### src/rtl/regwrite_arbiter_pkg.sv
// Purpose: shared types for the register-bank write-port arbiter.
//   regwrite_state_t : arbiter FSM states.
//   reg_write_t      : register-bank write bundle (enable, index, data),
//                      the same shape the writeback stage produces.
package regwrite_arbiter_pkg;

  localparam int unsigned REG_IDX_W  = 4;
  localparam int unsigned NUM_REGS   = 2 ** REG_IDX_W;
  localparam int unsigned REG_DATA_W = 32;

  typedef enum logic [1:0] {
    IDLE  = 2'd0,
    PEND  = 2'd1,
    FORCE = 2'd2
  } regwrite_state_t;

  typedef struct packed {
    logic                  en;
    logic [REG_IDX_W-1:0]  index;
    logic [REG_DATA_W-1:0] data;
  } reg_write_t;

endpackage

### src/rtl/regwrite_hold.sv
// Purpose: one-entry hold register for a secondary-unit result waiting for
//   the register-bank write port, plus a one-hot decode of its index.
// Ports:
//   clk, rst        : clock, synchronous active-high reset
//   i_load          : capture i_data/i_index (wins over i_clear)
//   i_clear         : empty the entry
//   i_data, i_index : entry payload
//   o_valid         : entry occupied
//   o_data, o_index : held payload
//   o_busy_mask     : one-hot of o_index when occupied, else 0
module regwrite_hold
  import regwrite_arbiter_pkg::*;
#(
  parameter int unsigned DATA_W = 32,
  parameter int unsigned IDX_W  = 4
) (
  input  logic                  clk,
  input  logic                  rst,
  input  logic                  i_load,
  input  logic                  i_clear,
  input  logic [DATA_W-1:0]     i_data,
  input  logic [IDX_W-1:0]      i_index,
  output logic                  o_valid,
  output logic [DATA_W-1:0]     o_data,
  output logic [IDX_W-1:0]      o_index,
  output logic [2**IDX_W-1:0]   o_busy_mask
);

  localparam int unsigned NREG = 2 ** IDX_W;

  logic              r_valid;
  logic [DATA_W-1:0] r_data;
  logic [IDX_W-1:0]  r_index;
  logic [NREG-1:0]   w_mask;

  // Load has priority so a drain and a refill in the same cycle keep the entry.
  always_ff @(posedge clk) begin
    if (rst) begin
      r_valid <= 1'b0;
    end else if (i_load) begin
      r_valid <= 1'b1;
    end else if (i_clear) begin
      r_valid <= 1'b0;
    end
  end

  // Payload needs no reset: it is only observed while r_valid is set.
  always_ff @(posedge clk) begin
    if (i_load) begin
      r_data  <= i_data;
      r_index <= i_index;
    end
  end

  // Decode depends on registered state only.
  always_comb begin
    w_mask = '0;
    if (r_valid) begin
      w_mask = NREG'(1) << r_index;
    end
  end

  assign o_valid     = r_valid;
  assign o_data      = r_data;
  assign o_index     = r_index;
  assign o_busy_mask = w_mask;

endmodule

### src/rtl/regwrite_arbiter.sv
// Purpose: shares the register bank's single write port between pipeline
//   writeback (priority, no backpressure) and a secondary long-latency result
//   source (valid/ready). Secondary results wait in a one-entry hold and drain
//   on writeback-idle cycles; a starvation counter stalls the pipeline to
//   force a bubble. A writeback to the held index discards the older result.
// Ports:
//   clk, rst                           : clock, synchronous active-high reset
//   wb_en, wb_data, wb_index           : writeback write request
//   sec_valid, sec_data, sec_index     : secondary result offer
//   sec_ready                          : secondary result accepted this cycle
//   stall                              : registered; pipeline must hold wb_en=0
//   waw_drop                           : a secondary result was discarded (WAW)
//   rf_write_en, rf_write, rf_write_index : register bank write port
//   busy_mask                          : one-hot of the held index, 0 when empty
module regwrite_arbiter
  import regwrite_arbiter_pkg::*;
#(
  parameter int unsigned MAX_WAIT = 4,
  parameter int unsigned DATA_W   = 32,
  parameter int unsigned IDX_W    = 4
) (
  input  logic                clk,
  input  logic                rst,
  input  logic                wb_en,
  input  logic [DATA_W-1:0]   wb_data,
  input  logic [IDX_W-1:0]    wb_index,
  input  logic                sec_valid,
  input  logic [DATA_W-1:0]   sec_data,
  input  logic [IDX_W-1:0]    sec_index,
  output logic                sec_ready,
  output logic                stall,
  output logic                waw_drop,
  output logic                rf_write_en,
  output logic [DATA_W-1:0]   rf_write,
  output logic [IDX_W-1:0]    rf_write_index,
  output logic [2**IDX_W-1:0] busy_mask
);

  localparam int unsigned CNT_W = $clog2(MAX_WAIT + 1);
  localparam int unsigned NREG  = 2 ** IDX_W;

  regwrite_state_t r_state;
  logic [CNT_W-1:0] r_wait_cnt;

  logic              w_hold_valid;
  logic [DATA_W-1:0] w_hold_data;
  logic [IDX_W-1:0]  w_hold_index;
  logic [NREG-1:0]   w_hold_mask;

  logic w_drain;
  logic w_sec_ready;
  logic w_accept;
  logic w_acc_waw;
  logic w_waw_clear;
  logic w_load;
  logic w_empty;

  // Handshake and WAW decisions for this cycle.
  assign w_drain     = !wb_en && w_hold_valid;
  assign w_sec_ready = !w_hold_valid || w_drain;
  assign w_accept    = sec_valid && w_sec_ready;
  // Accepted result already overwritten by a younger writeback: take it, drop it.
  assign w_acc_waw   = w_accept && wb_en && (sec_index == wb_index);
  assign w_waw_clear = wb_en && w_hold_valid && (wb_index == w_hold_index);
  assign w_load      = w_accept && !w_acc_waw;
  assign w_empty     = w_drain || w_waw_clear;

  regwrite_hold #(
    .DATA_W (DATA_W),
    .IDX_W  (IDX_W)
  ) u_hold (
    .clk         (clk),
    .rst         (rst),
    .i_load      (w_load),
    .i_clear     (w_empty),
    .i_data      (sec_data),
    .i_index     (sec_index),
    .o_valid     (w_hold_valid),
    .o_data      (w_hold_data),
    .o_index     (w_hold_index),
    .o_busy_mask (w_hold_mask)
  );

  // Starvation FSM: counts blocked cycles of the held entry, forces a stall
  // once MAX_WAIT of them have elapsed; any emptying restarts the count.
  always_ff @(posedge clk) begin
    if (rst) begin
      r_state    <= IDLE;
      r_wait_cnt <= '0;
    end else begin
      case (r_state)
        IDLE: begin
          if (w_load) begin
            r_state    <= PEND;
            r_wait_cnt <= '0;
          end
        end
        PEND, FORCE: begin
          if (w_empty) begin
            r_state    <= w_load ? PEND : IDLE;
            r_wait_cnt <= '0;
          end else begin
            // Not emptied while held means writeback took the port.
            if (r_wait_cnt != CNT_W'(MAX_WAIT)) begin
              r_wait_cnt <= r_wait_cnt + CNT_W'(1);
            end
            if (r_state == PEND && r_wait_cnt == CNT_W'(MAX_WAIT - 1)) begin
              r_state <= FORCE;
            end
          end
        end
        default: begin
          r_state    <= IDLE;
          r_wait_cnt <= '0;
        end
      endcase
    end
  end

  // Write-port mux: writeback first, otherwise drain the hold.
  always_comb begin
    rf_write_en    = 1'b0;
    rf_write       = w_hold_data;
    rf_write_index = w_hold_index;
    if (!rst) begin
      rf_write_en = wb_en || w_hold_valid;
    end
    if (wb_en) begin
      rf_write       = wb_data;
      rf_write_index = wb_index;
    end
  end

  // All status outputs read as idle while reset is held.
  assign sec_ready = !rst && w_sec_ready;
  assign stall     = !rst && (r_state == FORCE);
  assign waw_drop  = !rst && (w_waw_clear || w_acc_waw);
  assign busy_mask = rst ? '0 : w_hold_mask;

endmodule

### config.mk
export PLATFORM = sky130hd
export DESIGN_NAME = regwrite_arbiter
export DESIGN_NICKNAME = d
export VERILOG_FILES = /design/src/rtl/regwrite_arbiter_pkg.sv /design/src/rtl/regwrite_hold.sv /design/src/rtl/regwrite_arbiter.sv
export SDC_FILE = /design/constraint.sdc
export NUM_CORES = 1
export LEC_CHECK = 0
export ABC_CLOCK_PERIOD_IN_PS = 2300
export BUFFER_PORTS_ARGS = -buffer_cell sky130_fd_sc_hd__buf_2
export CORE_MARGIN = 8
export CORE_UTILIZATION = 43
export CTS_CLUSTER_DIAMETER = 100
export DETAILED_ROUTE_END_ITERATION = 16
export HOLD_SLACK_MARGIN = 0.08
export PLACE_DENSITY = 0.9
export SYNTH_ARGS = -nofsm -noshare
export SYNTH_HDL_FRONTEND = slang
export SYNTH_SLANG_ARGS = --single-unit
### constraint.sdc
create_clock -name clk -period 2.3 [get_ports clk]
set_clock_uncertainty 0.15 [all_clocks]
set_input_delay 0.46 -clock clk [delete_from_list [all_inputs] [get_ports clk]]
set_output_delay 0.46 -clock clk [all_outputs]
set_load 0.005 [all_outputs]
# == Word level (Yosys, flattened, before mapping) ==
# Index checks and enable logic that the tools add are counted.
# classes
n_eq_ne,9
add_sub_neg,1
shift,1
mux,16
reduce_logical,24
# ops
cell,n
16-bit 2-to-1 mux,2
32-bit 2-to-1 mux,1
1-bit by 4-bit left shift with 16-bit output (first input constant),1
1-bit logical AND,11
3-bit 2-to-1 mux,3
4-bit equality test,2
2-bit 2-to-1 mux,3
3-bit by 2-bit inequality test with 1-bit output (second input constant),2
3-bit case mux with 2 select lines,1
1-bit zero test,4
1-bit logical OR,4
1-bit 2-to-1 mux,4
4-bit 2-to-1 mux,1
2-bit case mux with 2 select lines,1
2-bit AND reduction,2
3-bit by 1-bit adder with 3-bit output (second input constant),1
3-bit by 2-bit equality test with 1-bit output (second input constant),1
3-bit inequality test (second input constant),1
2-bit by 1-bit equality test with 1-bit output (second input constant),1
2-bit equality test (second input constant),1
2-bit zero test,1
2-bit inequality test (second input constant),1
2-bit nonzero test,1
2-bit OR reduction,1
# word_totals
elab_cells,56
out_inout_bits,56
register_bits,42
input_bits,76

# == Longest topological paths before layout ==
# Gate-level depths: netlist of run 1.
# depth
word_depth,11
ltp_mapped,7
depth_no_buf,7

# == Cells and area by module ==
# From an unflattened synthesis of run 1, not the netlist that was laid out.
# unflattened
hier_cells,194
hier_area_um2,2373.5
# by_module_without_submodules
mod,instances,area_per_inst_um2,cells_each
regwrite_hold,1,1292.5,67
regwrite_arbiter,1,1081.0,127

# == Least setup slack after synthesis of run 1 ==
# No wires, ideal clock.
# synth_timing
kind,input port to flip-flop
startpoint,input port wb_index[0]
endpoint,"register u_hold.r_data[0], in the netlist u_hold.o_data[0] (enable)"
path_stages,5
path_slack_ps,143
path_buffers,0
arrival_ps,1617
required_time_ps,1759
cell_sequence,xor2_1 -> nor3_1 -> nand3_1 -> nand3_1 -> inv_1
# synth_via
elab_chain_len,4
# synth_lines
item,line,rtl
"start, declared",regwrite_arbiter.sv:26,"input logic [IDX_W-1:0] wb_index,"
4-bit equality test,regwrite_arbiter.sv:63,assign w_acc_waw = w_accept && wb_en && (sec_index == wb_index);
1-bit logical AND,regwrite_arbiter.sv:63,
1-bit zero test,regwrite_arbiter.sv:65,assign w_load = w_accept && !w_acc_waw;
1-bit logical AND,regwrite_arbiter.sv:65,
via u_hold.i_load,regwrite_hold.sv:19,"input logic i_load,"
"end signal, assigned",regwrite_hold.sv:50,r_data <= i_data;
"end, declared",regwrite_hold.sv:32,logic [DATA_W-1:0] r_data;
# The timed path passes the listed nets, and every way through them passes these cells.
# A chain may end at the register's enable or synchronous reset.

# == Final worst setup path of run 1 ==
# layout_timing
startpoint,"register u_hold.r_index[3], in the netlist u_hold.o_index[3]"
endpoint,output port busy_mask[0]
# layout_via
elab_chain_len,3
# layout_lines
item,line,rtl
"start, declared",regwrite_hold.sv:33,logic [IDX_W-1:0] r_index;
"start signal, assigned",regwrite_hold.sv:51,r_index <= i_index;
1-bit by 4-bit left shift with 16-bit output,regwrite_hold.sv:59,w_mask = NREG'(1) << r_index;
16-bit 2-to-1 mux,regwrite_hold.sv:58,if (r_valid) begin
16-bit 2-to-1 mux,regwrite_arbiter.sv:138,assign busy_mask = rst ? '0 : w_hold_mask;
"end, declared",regwrite_arbiter.sv:36,output logic [2**IDX_W-1:0] busy_mask
# No other way between the ends.

==> impl_results.rst, run 1 <==
.. list-table::
   :header-rows: 1

   * - Metric
     - Value
   * - Cells after synthesis
     - 172
   * - Layout fillers
     - 407
   * - Worst ir drop on vdd
     - 0.4692 mV
   * - Worst slack, placed
     - roughly 0.15 ns
   * - Total power consumption of the routed design
     - 1.950 mW
   * - Die ar.
     - 7692 sq um
   * - Cts bufs inserted
     - 5
   * - Type of the worst min-delay path
     - in2reg
   * - Clock tree sinks
     - 42
   * - Antenna violations before repair
     - 0
   * - Clock Tree Root
     - sky130_fd_sc_hd__clkbuf_8
   * - Number of placed instances with taps included
     - 371
   * - Hold violation count in the final report
     - 0
   * - Cell-by-cell trace of the critical path
     - buf_4 -> or3_4 -> nor3_1 -> buf_2
   * - Number of routed nets with antenna violations
     - 0
   * - Power density relative to cell area
     - 621.8 nW/um^2
   * - Worst setup EP type
     - output port
   * - Tightest slew margin relative to the limit
     - between 70% and 80%
   * - Period Utilization, post-route
     - 96.37%
   * - Transition time at the pin with the least slew margin
     - 0.3749 ns
   * - Effective utilization at floorplan
     - 43.85%
   * - Detail-routed net length per standard cell
     - 16.37 um
   * - Antenna Cells
     - 0
   * - Peak per-stage delay on the critical path
     - 0.47 ns
   * - Buf/Inv on CP
     - 2
   * - Seq/Total Area, Yosys
     - 54.33%
   * - Starting DRT DRC Count
     - between 100 and 150
   * - Count of placed standard cells in the final layout, fillers left out
     - between 300 and 400
   * - Startpoint type of the worst setup path
     - register
   * - Area Overhead vs Synth
     - 41.82%
   * - Number of vias after detailed routing
     - 1,887
   * - Syn nets
     - 255
   * - Synthesis Warnings
     - 0
   * - Most used cells in the layout excluding fill and tap cells
     - 131 x sky130_fd_sc_hd__buf_2, 36 x sky130_fd_sc_hd__mux2_2, 36 x sky130_fd_sc_hd__edfxtp_1, 19 x sky130_fd_sc_hd__nor2_1
   * - Critical setup path kind
     - reg2out
   * - Most common library cell in the layout ignoring fill and taps
     - sky130_fd_sc_hd__buf_2
   * - Standard-cell rows
     - 26
   * - Share of final-layout standard cells stronger than drive strength 1
     - 61.90%
   * - Worst path slowest cell
     - sky130_fd_sc_hd__edfxtp_1
   * - Post-layout min period
     - 2.216 ns
   * - Static power due to leakage
     - ~1.4 nW
   * - Detailed-router iteration count before antenna repair
     - 4
   * - Slew Limit Fails
     - 0
   * - Maximum buffer depth of the clock tree
     - 2
   * - Via count of the first global-routing pass
     - approximately 2,100
   * - Distinct cell type count after synthesis
     - 38
   * - Final setup violation count
     - 0
   * - Max capacitance violation total
     - 0
   * - Setup slack of the critical path after layout
     - 0.08353 ns
   * - Global router's overall resource usage
     - ~17%
   * - Status
     - completed
   * - Count of state elements after synthesis
     - 42
   * - Final setup TNS
     - 0 ns
   * - Area of the multi-input gates
     - 950.9 sq um
   * - Vias per cell
     - around 4.9
   * - Highest clock rate
     - 451.2 MHz
   * - Clock tree from TritonCTS
     - built
   * - Cell family with most CP delay
     - simple AND/OR/NAND/NOR gates
   * - Min Hold Slack
     - 0.1870 ns
   * - Routability congestion estimate from global placement
     - between 0.8 and 0.9
   * - Horizontal die dimension
     - between 80 and 90 um
   * - DP HPWL
     - 5092 um
   * - Placement Cell Area
     - 2978 sq um
   * - H-tree depth reported by CTS
     - 2
   * - Worst path arrival time
     - 1.61 ns
   * - # DRC
     - 0
   * - I/O pin total
     - 132
   * - Clock insertion delay at the later pin of the skew report
     - roughly 0.29 ns
   * - Post-route standard cell area excluding fillers
     - 3136 sq um
   * - Overall die height
     - 87.71 um
   * - Layout Nets
     - between 300 and 400
   * - Setup repair after global routing missed its margin
     - false
   * - Syn Area/Cell
     - around 13 sq um
   * - Aggregate global routing overflow
     - 0
   * - Reg clk slew, reported paths
     - 0.08 ns
   * - Wire length of the first global-routing pass
     - 9825 um
   * - Routed WL
     - 6302 um
   * - Area of the mapped netlist
     - 2211 sq um
   * - WP data required
     - 1.69 ns
   * - Core area
     - 5042 sq um
   * - Number of buffer cells added on primary ports
     - 131
   * - Largest net degree at the start of global routing
     - 36
   * - FF+latch area
     - ~1200 sq um
   * - Layout Utilization
     - just over 60%
   * - Largest fanout on the critical path
     - 4
## cells in the mapped netlist (all sizes together)
cell / count / area share (%)
a21oi: 3 / 0.68
nor3: 5 / 1.1
o21a: 1 / 0.34
nand2: 10 / 1.7
o32ai: 1 / 0.74
a211oi: 1 / 0.34
nand3: 3 / 0.68
a21boi: 1 / 0.34
mux2: 36 / 18
xor2: 3 / 1.2
ha: 7 / 4.0
nand2b: 1 / 0.28
a32o: 1 / 0.45
nand4: 2 / 0.85
and3: 1 / 0.28
a41oi: 1 / 0.40
clkbuf: 4 / 0.68
dfxtp: 6 / 5.4
o2bb2ai: 1 / 0.40
nor2: 19 / 3.2
a31oi: 1 / 0.28
o31ai: 1 / 0.34
edfxtp: 36 / 49
inv: 8 / 1.4
xnor2: 5 / 2.7
a41o: 1 / 0.45
or3: 3 / 0.85
or2b: 1 / 0.34
a22o: 1 / 0.40
o22a: 1 / 0.40
a31o: 1 / 0.40
nor2b: 1 / 0.28
buf: 4 / 1.4
o221a: 1 / 0.51
## timing repair
item                                    in CTS  in global routing
setup buffers                                0                  6
resized for setup                            0                  3
hold buffers                                 0                  0
endpoints found under the setup margin       0                  1
## cell families after synthesis
| logic type | synth area share [%] |
|---|---|
| compound gates | 6.453 |
| fa+ha+maj | 3.961 |
| mux | 18.34 |
| simple gates | 9.622 |
| xor+xnor | 3.849 |
| flops | 54.33 |
| buf+inv | 3.452 |
## cell type report
type / count / area share [%]
flip-flops and latches: 42 / 38.31
multi-input cells: 114 / 30.33
clock inverters: 1 / 0.2793
repair buffers: 143 / 24.58
well taps: 70 / 2.793
inverters: 8 / 0.9577
clock buffers: 7 / 2.753
## final timing paths
kind / startpoint / to / slack, ns / depth (start not counted)
worst min-delay path: sec_data[24] / u_hold.o_data[24] / 0.19 / 1
worst max register to register: r_state[0] / r_wait_cnt[1] / 0.36 / 6
worst max-delay path: u_hold.o_index[3] / busy_mask[0] / 0.08 / 4
worst min register to register: r_state[0] / r_state[0] / 0.38 / 2
## power by group
group | leakage, nW | internal [mW] | switching (mW)
clock | 0.0489 | 0.248 | 0.252
sequential | 0.397 | 0.901 | 0.0388
combinational | 0.986 | 0.264 | 0.245
## flip-flops by register name, indices dropped and copies added, names as in the netlist
| signal | count |
|---|---|
| r_state | 2 |
| u_hold.o_valid | 1 |
| u_hold.o_index | 4 |
| u_hold.o_data | 32 |
| r_wait_cnt | 3 |
## routing by layer
| layer | track usage (%) | wire length [um] |
|---|---|---|
| met2 | 28.86 | 3105 |
| met1 | 17.07 | 2420 |
| met4 | 5.156 | 59 |
| met3 | 7.880 | 717 |
| met5 | 0 | 0 |
(Power assumes the default switching activity.)
==> run 2: changes to the inputs <==
CELL_PAD_IN_SITES_DETAIL_PLACEMENT = 1   (was default)
CELL_PAD_IN_SITES_GLOBAL_PLACEMENT = 2   (was default)
CORE_UTILIZATION = 26   (was 43)
PLACE_DENSITY = 0.92   (was 0.9)
REMOVE_ABC_BUFFERS = 1   (was default)
==> run 2 against run 1 <==
Effect of this change: critical path depth increased by 1; highest routed layer unchanged; global-route usage decreased by 5.1 points; worst hold slack about the same; combinational power about the same; via count decreased by 1.1%; worst setup slack improved by 0.014 ns; fmax increased by 0.65%; die area increased by 52%.
==> impl_results.rst, run 2 (synthesis results as in run 1) <==
.. list-table::
   :header-rows: 1

   * - Metric
     - Value
   * - Antenna violations before repair
     - 0 (unchanged)
   * - Most used cells in the layout excluding fill and tap cells
     - 131 x sky130_fd_sc_hd__buf_2, 36 x sky130_fd_sc_hd__mux2_2, 36 x sky130_fd_sc_hd__edfxtp_1, 19 x sky130_fd_sc_hd__nor2_1, 10 x sky130_fd_sc_hd__nand2_1
   * - Static power due to leakage
     - 1.428 nW (-0.31%)
   * - Global router's overall resource usage
     - 11.50% (-5.1 points)
   * - DP HPWL
     - 5752 um (+13%)
   * - Core area
     - 8217 sq um (+63%)
   * - Critical setup path kind
     - reg2out
   * - Largest fanout on the critical path
     - 6 (+2)
   * - WP data required
     - 1.69 ns (about the same)
   * - Tightest slew margin relative to the limit
     - 75.83% (+1.2 points)
   * - Layout Utilization
     - 38.80% (-23 points)
   * - Slew Limit Fails
     - 0 (unchanged)
   * - Power density relative to cell area
     - 640.8 nW/um^2 (+3.1%)
   * - Startpoint type of the worst setup path
     - register
   * - Starting DRT DRC Count
     - 46 (-65%)
   * - Detail-routed net length per standard cell
     - 16.71 um (+2.1%)
   * - Worst ir drop on vdd
     - 0.3252 mV (-31%)
   * - Type of the worst min-delay path
     - in2reg
   * - Hold violation count in the final report
     - 0 (unchanged)
   * - Clock tree from TritonCTS
     - built
   * - Final setup violation count
     - 0 (unchanged)
   * - Max capacitance violation total
     - 0 (unchanged)
   * - Hold bufs inserted after CTS
     - 0 (unchanged)
   * - Layout Nets
     - 395 (-0.50%)
   * - Flip-flop count of the largest register after layout
     - 32 (unchanged)
   * - Worst path slowest cell
     - sky130_fd_sc_hd__edfxtp_1
   * - Status
     - completed
   * - Routed WL
     - 6985 um (+11%)
   * - Number of vias after detailed routing
     - 1,866 (-1.1%)
   * - Aggregate global routing overflow
     - 0 (unchanged)
   * - Period Utilization, post-route
     - 95.75% (-0.62 points)
   * - Worst setup EP type
     - output port
   * - Setup repair after global routing missed its margin
     - true
   * - Largest net degree at the start of global routing
     - 37 (+2.8%)
   * - Standard-cell rows
     - 33 (+27%)
   * - I/O pin total
     - 132 (unchanged)
   * - Routability congestion estimate from global placement
     - 0.7529 (-14%)
   * - Highest clock rate
     - 454.1 MHz (+0.65%)
   * - Area Overhead vs Synth
     - 44.20%
   * - Wire length of the first global-routing pass
     - 10,590 um (+7.8%)
   * - Detailed-router iteration count before antenna repair
     - 2 (-2)
   * - Total power consumption of the routed design
     - 2.043 mW (+4.8%)
   * - Via count of the first global-routing pass
     - 2,089 (-2.7%)
   * - Antenna Cells
     - 0 (unchanged)
   * - Vias per cell
     - 4.464 (-8.9%)
   * - Cts bufs inserted
     - 5 (unchanged)
   * - Clock tree sinks
     - 42 (unchanged)
   * - Effective utilization at floorplan
     - 26.91% (-17 points)
   * - Clock Tree Root
     - sky130_fd_sc_hd__clkbuf_8
   * - Number of routed nets with antenna violations
     - 0 (unchanged)
   * - Reg clk slew, reported paths
     - 0.09 ns (about the same)
   * - Most common library cell in the layout ignoring fill and taps
     - sky130_fd_sc_hd__buf_2
   * - Share of final-layout standard cells stronger than drive strength 1
     - 61.66% (-0.24 points)
   * - Die ar.
     - 11,710 sq um (+52%)
   * - Post-layout min period
     - 2.202 ns (-0.01425 ns)
   * - Peak per-stage delay on the critical path
     - 0.50 ns (+0.03 ns)
   * - Number of buffer cells added on primary ports
     - 131 (unchanged)
   * - H-tree depth reported by CTS
     - 2 (unchanged)
   * - Overall die height
     - 108.2 um (+23%)
   * - # DRC
     - 0 (unchanged)
   * - Horizontal die dimension
     - 108.2 um (+23%)
   * - Clock insertion delay at the later pin of the skew report
     - 0.29 ns (about the same)
   * - Cell-by-cell trace of the critical path
     - xnor2_2 -> nand4_2 -> o22a_1 -> nor2_1 -> buf_2
   * - Transition time at the pin with the least slew margin
     - 0.3578 ns (-0.01713 ns)
   * - Worst path arrival time
     - 1.59 ns (-0.02 ns)
   * - Maximum buffer depth of the clock tree
     - 2 (unchanged)
run 2: path summary, 6_finish.rpt:
check                         start                 to  slack, ns  cells past startpoint
hold / removal         sec_data[22]  u_hold.o_data[22]       0.19                      1
hold reg to reg       r_wait_cnt[1]      r_wait_cnt[1]       0.36                      1
setup reg to reg         r_state[0]      r_wait_cnt[1]       0.36                      6
setup / recovery  u_hold.o_index[3]           waw_drop        0.1                      5
run 2: area by class of cell:
class	count	area, sq um
Multi-Input combinational cell	114	945.9
Clock buffer	6	72.57
Inverter	8	30.03
Tap cell	105	131.4
Fill cell	947	5029
Sequential cell	42	1202
Clock inverter	2	37.54
Timing Repair Buffer	141	768.2
run 2: stage by stage:
step                      hold slack [ns]  instance area, sq um  setup TNS [ns]  instances  setup slack, ns
after global placement             0.3288                  3049               0        408          0.08509
after CTS                          0.1758                  3159               0        416          0.03029
after floorplan                    0.3177                  2165               0        164           0.1430
final                              0.1873                  3188               0        418          0.09778
after detailed placement           0.3394                  3049               0        408           0.1069
after global routing               0.1659                  3188       -0.004645        418        -0.004645
run 2: repair_timing:
action / in CTS / in global routing
gates resized for setup: 0 / 3
setup buffers: 0 / 2
endpoints found under the setup margin: 0 / 2
hold endpoints to repair: 0 / 0
run 2: critical path, delay by kind of cell (launching register included):
kind | cells | cell delay (ns)
compound gates | 1 | 0.22
xor+xnor | 1 | 0.19
buf+inv | 1 | 0.12
flops | 1 | 0.50
simple gates | 2 | 0.27
run 2: power breakdown:
group / total (mW) / internal [mW] / switching [mW]
Combinational: 0.506 / 0.263 / 0.244
Clock: 0.597 / 0.325 / 0.272
Sequential: 0.940 / 0.901 / 0.0386
run 2: routing by layer:
layer,track usage (%),wire length [um]
met3,4.402,609
met2,21.23,3682
met4,1.982,19
met5,0,0
met1,12.19,2674
==> run 3: changes to the inputs <==
ABC_CLOCK_PERIOD_IN_PS = 2100   (was 2300)
clock period = 2.1 ns   (was 2.3 ns; I/O delays follow)
==> run 3 against run 2 <==
Effect of this change: wire length up 1.9%; critical path type unchanged; first-iteration DRC count up 6.5%; register-to-register slack worse by 0.18 ns; largest power group unchanged; highest routed layer is now met5; design area up 1.7%.
==> impl_results.rst, run 3 (synthesis results as in run 1) <==
.. list-table::
   :header-rows: 1

   * - Metric
     - Value
   * - Transition time at the pin with the least slew margin
     - 0.3394 ns (-0.01837 ns)
   * - Type of the worst min-delay path
     - in2reg
   * - Peak per-stage delay on the critical path
     - 0.48 ns (-0.02 ns)
   * - Cts bufs inserted
     - 5 (unchanged)
   * - Worst hold start
     - sec_data[14]
   * - Cell-by-cell trace of the critical path
     - or3_1 -> nor3_1 -> buf_2
   * - Number of vias after detailed routing
     - 1,906 (+2.1%)
   * - Clock tree from TritonCTS
     - built
   * - Post-layout min period
     - roughly 2.1 ns
   * - Period Utilization, post-route
     - 99.21%
   * - Area Overhead vs Synth
     - 46.69%
   * - Count of placed standard cells in the final layout, fillers left out
     - 427 (+2.2%)
   * - Worst path arrival time
     - 1.51 ns (-0.08 ns)
   * - Number of routed nets with antenna violations
     - 0 (unchanged)
   * - Routability congestion estimate from global placement
     - 0.7681 (+2.0%)
   * - Core area
     - 8217 sq um (unchanged)
   * - Share of final-layout standard cells stronger than drive strength 1
     - 63.24% (+1.6 points)
   * - Most used cells in the layout excluding fill and tap cells
     - 131 x sky130_fd_sc_hd__buf_2, 36 x sky130_fd_sc_hd__mux2_2, 36 x sky130_fd_sc_hd__edfxtp_1, 19 x sky130_fd_sc_hd__nor2_1, 15 x sky130_fd_sc_hd__buf_4
   * - Critical path launch point
     - u_hold.o_index[3]
   * - Number of placed instances with taps included
     - 412 (+0.98%)
   * - Power density relative to cell area
     - 654.8 nW/um^2 (+2.2%)
   * - Overall die height
     - 108.2 um (unchanged)
   * - Worst ir drop on vdd
     - 0.2324 mV (-29%)
   * - Antenna violations before repair
     - 2 (+2)
   * - Setup repair after global routing missed its margin
     - true
   * - Standard-cell rows
     - 33 (unchanged)
   * - Hold bufs inserted after CTS
     - 0 (unchanged)
   * - Status
     - completed
   * - Final setup TNS
     - 0 ns (unchanged)
   * - Startpoint type of the worst setup path
     - register
   * - Static power due to leakage
     - 1.467 nW (+2.8%)
   * - Critical setup path kind
     - reg2out
   * - Starting DRT DRC Count
     - 49 (+6.5%)
   * - Placement Cell Area
     - 3079 sq um (+0.98%)
   * - Routed WL
     - 7120 um (+1.9%)
   * - Maximum buffer depth of the clock tree
     - 2 (unchanged)
   * - Buf/Inv on CP
     - 1 (unchanged)
   * - Highest clock rate
     - approximately 480 MHz
   * - Clock insertion delay at the later pin of the skew report
     - 0.29 ns (about the same)
   * - Post-route standard cell area excluding fillers
     - 3243 sq um (+1.7%)
   * - Final setup violation count
     - 0 (unchanged)
   * - Global router's overall resource usage
     - 11.73% (+0.23 points)
   * - Flip-flop count of the largest register after layout
     - 32 (unchanged)
   * - Die ar.
     - 11,710 sq um (unchanged)
   * - Effective utilization at floorplan
     - 26.91% (unchanged)
   * - Worst path slowest cell
     - sky130_fd_sc_hd__or3_1
   * - # DRC
     - 0 (unchanged)
   * - Crit Reg-Reg Startpoint
     - u_hold.o_index[0]
   * - Reg clk slew, reported paths
     - 0.08 ns (about the same)
   * - WP data required
     - 1.53 ns (-0.16 ns)
   * - DP HPWL
     - 5867 um (+2.0%)
   * - Aggregate global routing overflow
     - 0 (unchanged)
   * - Total power consumption of the routed design
     - 2.124 mW (+3.9%)
   * - Tightest slew margin relative to the limit
     - 77.07% (+1.2 points)
   * - Most common library cell in the layout ignoring fill and taps
     - sky130_fd_sc_hd__buf_2
   * - Max capacitance violation total
     - 0 (unchanged)
   * - Min Hold Slack
     - 0.1487 ns (-0.03865 ns)
   * - Via count of the first global-routing pass
     - 2,153 (+3.1%)
   * - Largest fanout on the critical path
     - 4 (-2)
   * - Horizontal die dimension
     - 108.2 um (unchanged)
   * - Layout fillers
     - 939 (-0.84%)
   * - Cell family with most CP delay
     - simple AND/OR/NAND/NOR gates
   * - Largest net degree at the start of global routing
     - 37 (unchanged)
   * - Wire length of the first global-routing pass
     - 10,850 um (+2.4%)
   * - Worst setup EP type
     - output port
   * - Slew Limit Fails
     - 0 (unchanged)
   * - Clock tree sinks
     - 42 (unchanged)
   * - Hold violation count in the final report
     - 0 (unchanged)
   * - Clock Tree Root
     - sky130_fd_sc_hd__clkbuf_8
   * - I/O pin total
     - 132 (unchanged)
   * - Detailed-router iteration count before antenna repair
     - 4 (+2)
   * - Vias per cell
     - 4.464 (about the same)
   * - H-tree depth reported by CTS
     - 2 (unchanged)
   * - Detail-routed net length per standard cell
     - 16.67 um (-0.22%)
   * - Number of buffer cells added on primary ports
     - 131 (unchanged)
   * - Layout Nets
     - 403 (+2.0%)
[run 3: cell types whose count changed in the layout (fill, tap and decap cells not counted), sizes merged]
| cell | previous run | this run |
|---|---|---|
| clkinvlp | 1 | 0 |
| buf | 141 | 149 |
| diode | 0 | 1 |
| bufinv | 1 | 0 |
| clkinv | 0 | 2 |
[run 3: worst paths after layout]
path,slack (ns),endpoint,cells after the start
max,0.02,busy_mask[0],3
min,0.15,u_hold.o_data[14],1
max reg2reg,0.18,r_wait_cnt[1],6
min reg2reg,0.37,r_wait_cnt[1],1
[run 3: routing by layer]
| metal | share of wire (%) | routed length (um) | global-route usage, % | vias up |
|---|---|---|---|---|
| met3 | 9.3 | 663 | 5.057 | 6 |
| met2 | 54 | 3834 | 21.84 | 74 |
| met1 | 36 | 2568 | 11.82 | 899 |
| met4 | 0.62 | 44 | 2.379 | 2 |
| met5 | 0.14 | 10 | 0 | - |
| li1 | - | - | - | 925 |
[run 3: area by class of cell]
class | count | area (sq um) | area share (%)
Sequential cell | 42 | 1201 | 37.04
Clock buffer | 6 | 72.57 | 2.238
Timing Repair Buffer | 149 | 828.3 | 25.54
Tap cell | 105 | 131.4 | 4.051
Inverter | 8 | 30.03 | 0.9259
Multi-Input combinational cell | 114 | 963.4 | 29.71
Antenna cell | 1 | 2.502 | 0.07716
Clock inverter | 2 | 13.76 | 0.4244
[run 3: power by group]
| part | internal (mW) | total (mW) | switching [mW] |
|---|---|---|---|
| clock | 0.235 | 0.521 | 0.286 |
| sequential | 0.987 | 1.03 | 0.0391 |
| combinational | 0.299 | 0.577 | 0.278 |
[run 3: repair_timing]
item | 4_1_cts | 5_1_grt
pin swaps | 3 | 2
buffers inserted | 4 | 2
setup endpoints to repair | 3 | 10
gates resized for setup | 2 | 3
[run 3: worst reg2reg max path, cell delays in order (launching register included)]
cell                       delay [ns]
sky130_fd_sc_hd__edfxtp_1        0.47
sky130_fd_sc_hd__xnor2_2         0.18
sky130_fd_sc_hd__nand4_2         0.13
sky130_fd_sc_hd__buf_4           0.17
sky130_fd_sc_hd__a41oi_1         0.34
sky130_fd_sc_hd__nor2_1          0.12
sky130_fd_sc_hd__a32o_1          0.27
[run 3: metrics by stage]
stage	utilization, %	worst slack [ns]
2_1_floorplan	-	-0.01701
5_1_grt	39.47	-0.04165
3_3_place_gp	37.48	-0.0001517
3_5_place_dp	37.48	-0.02851
4_1_cts	39.04	-0.005599
6_report	39.47	0.01653
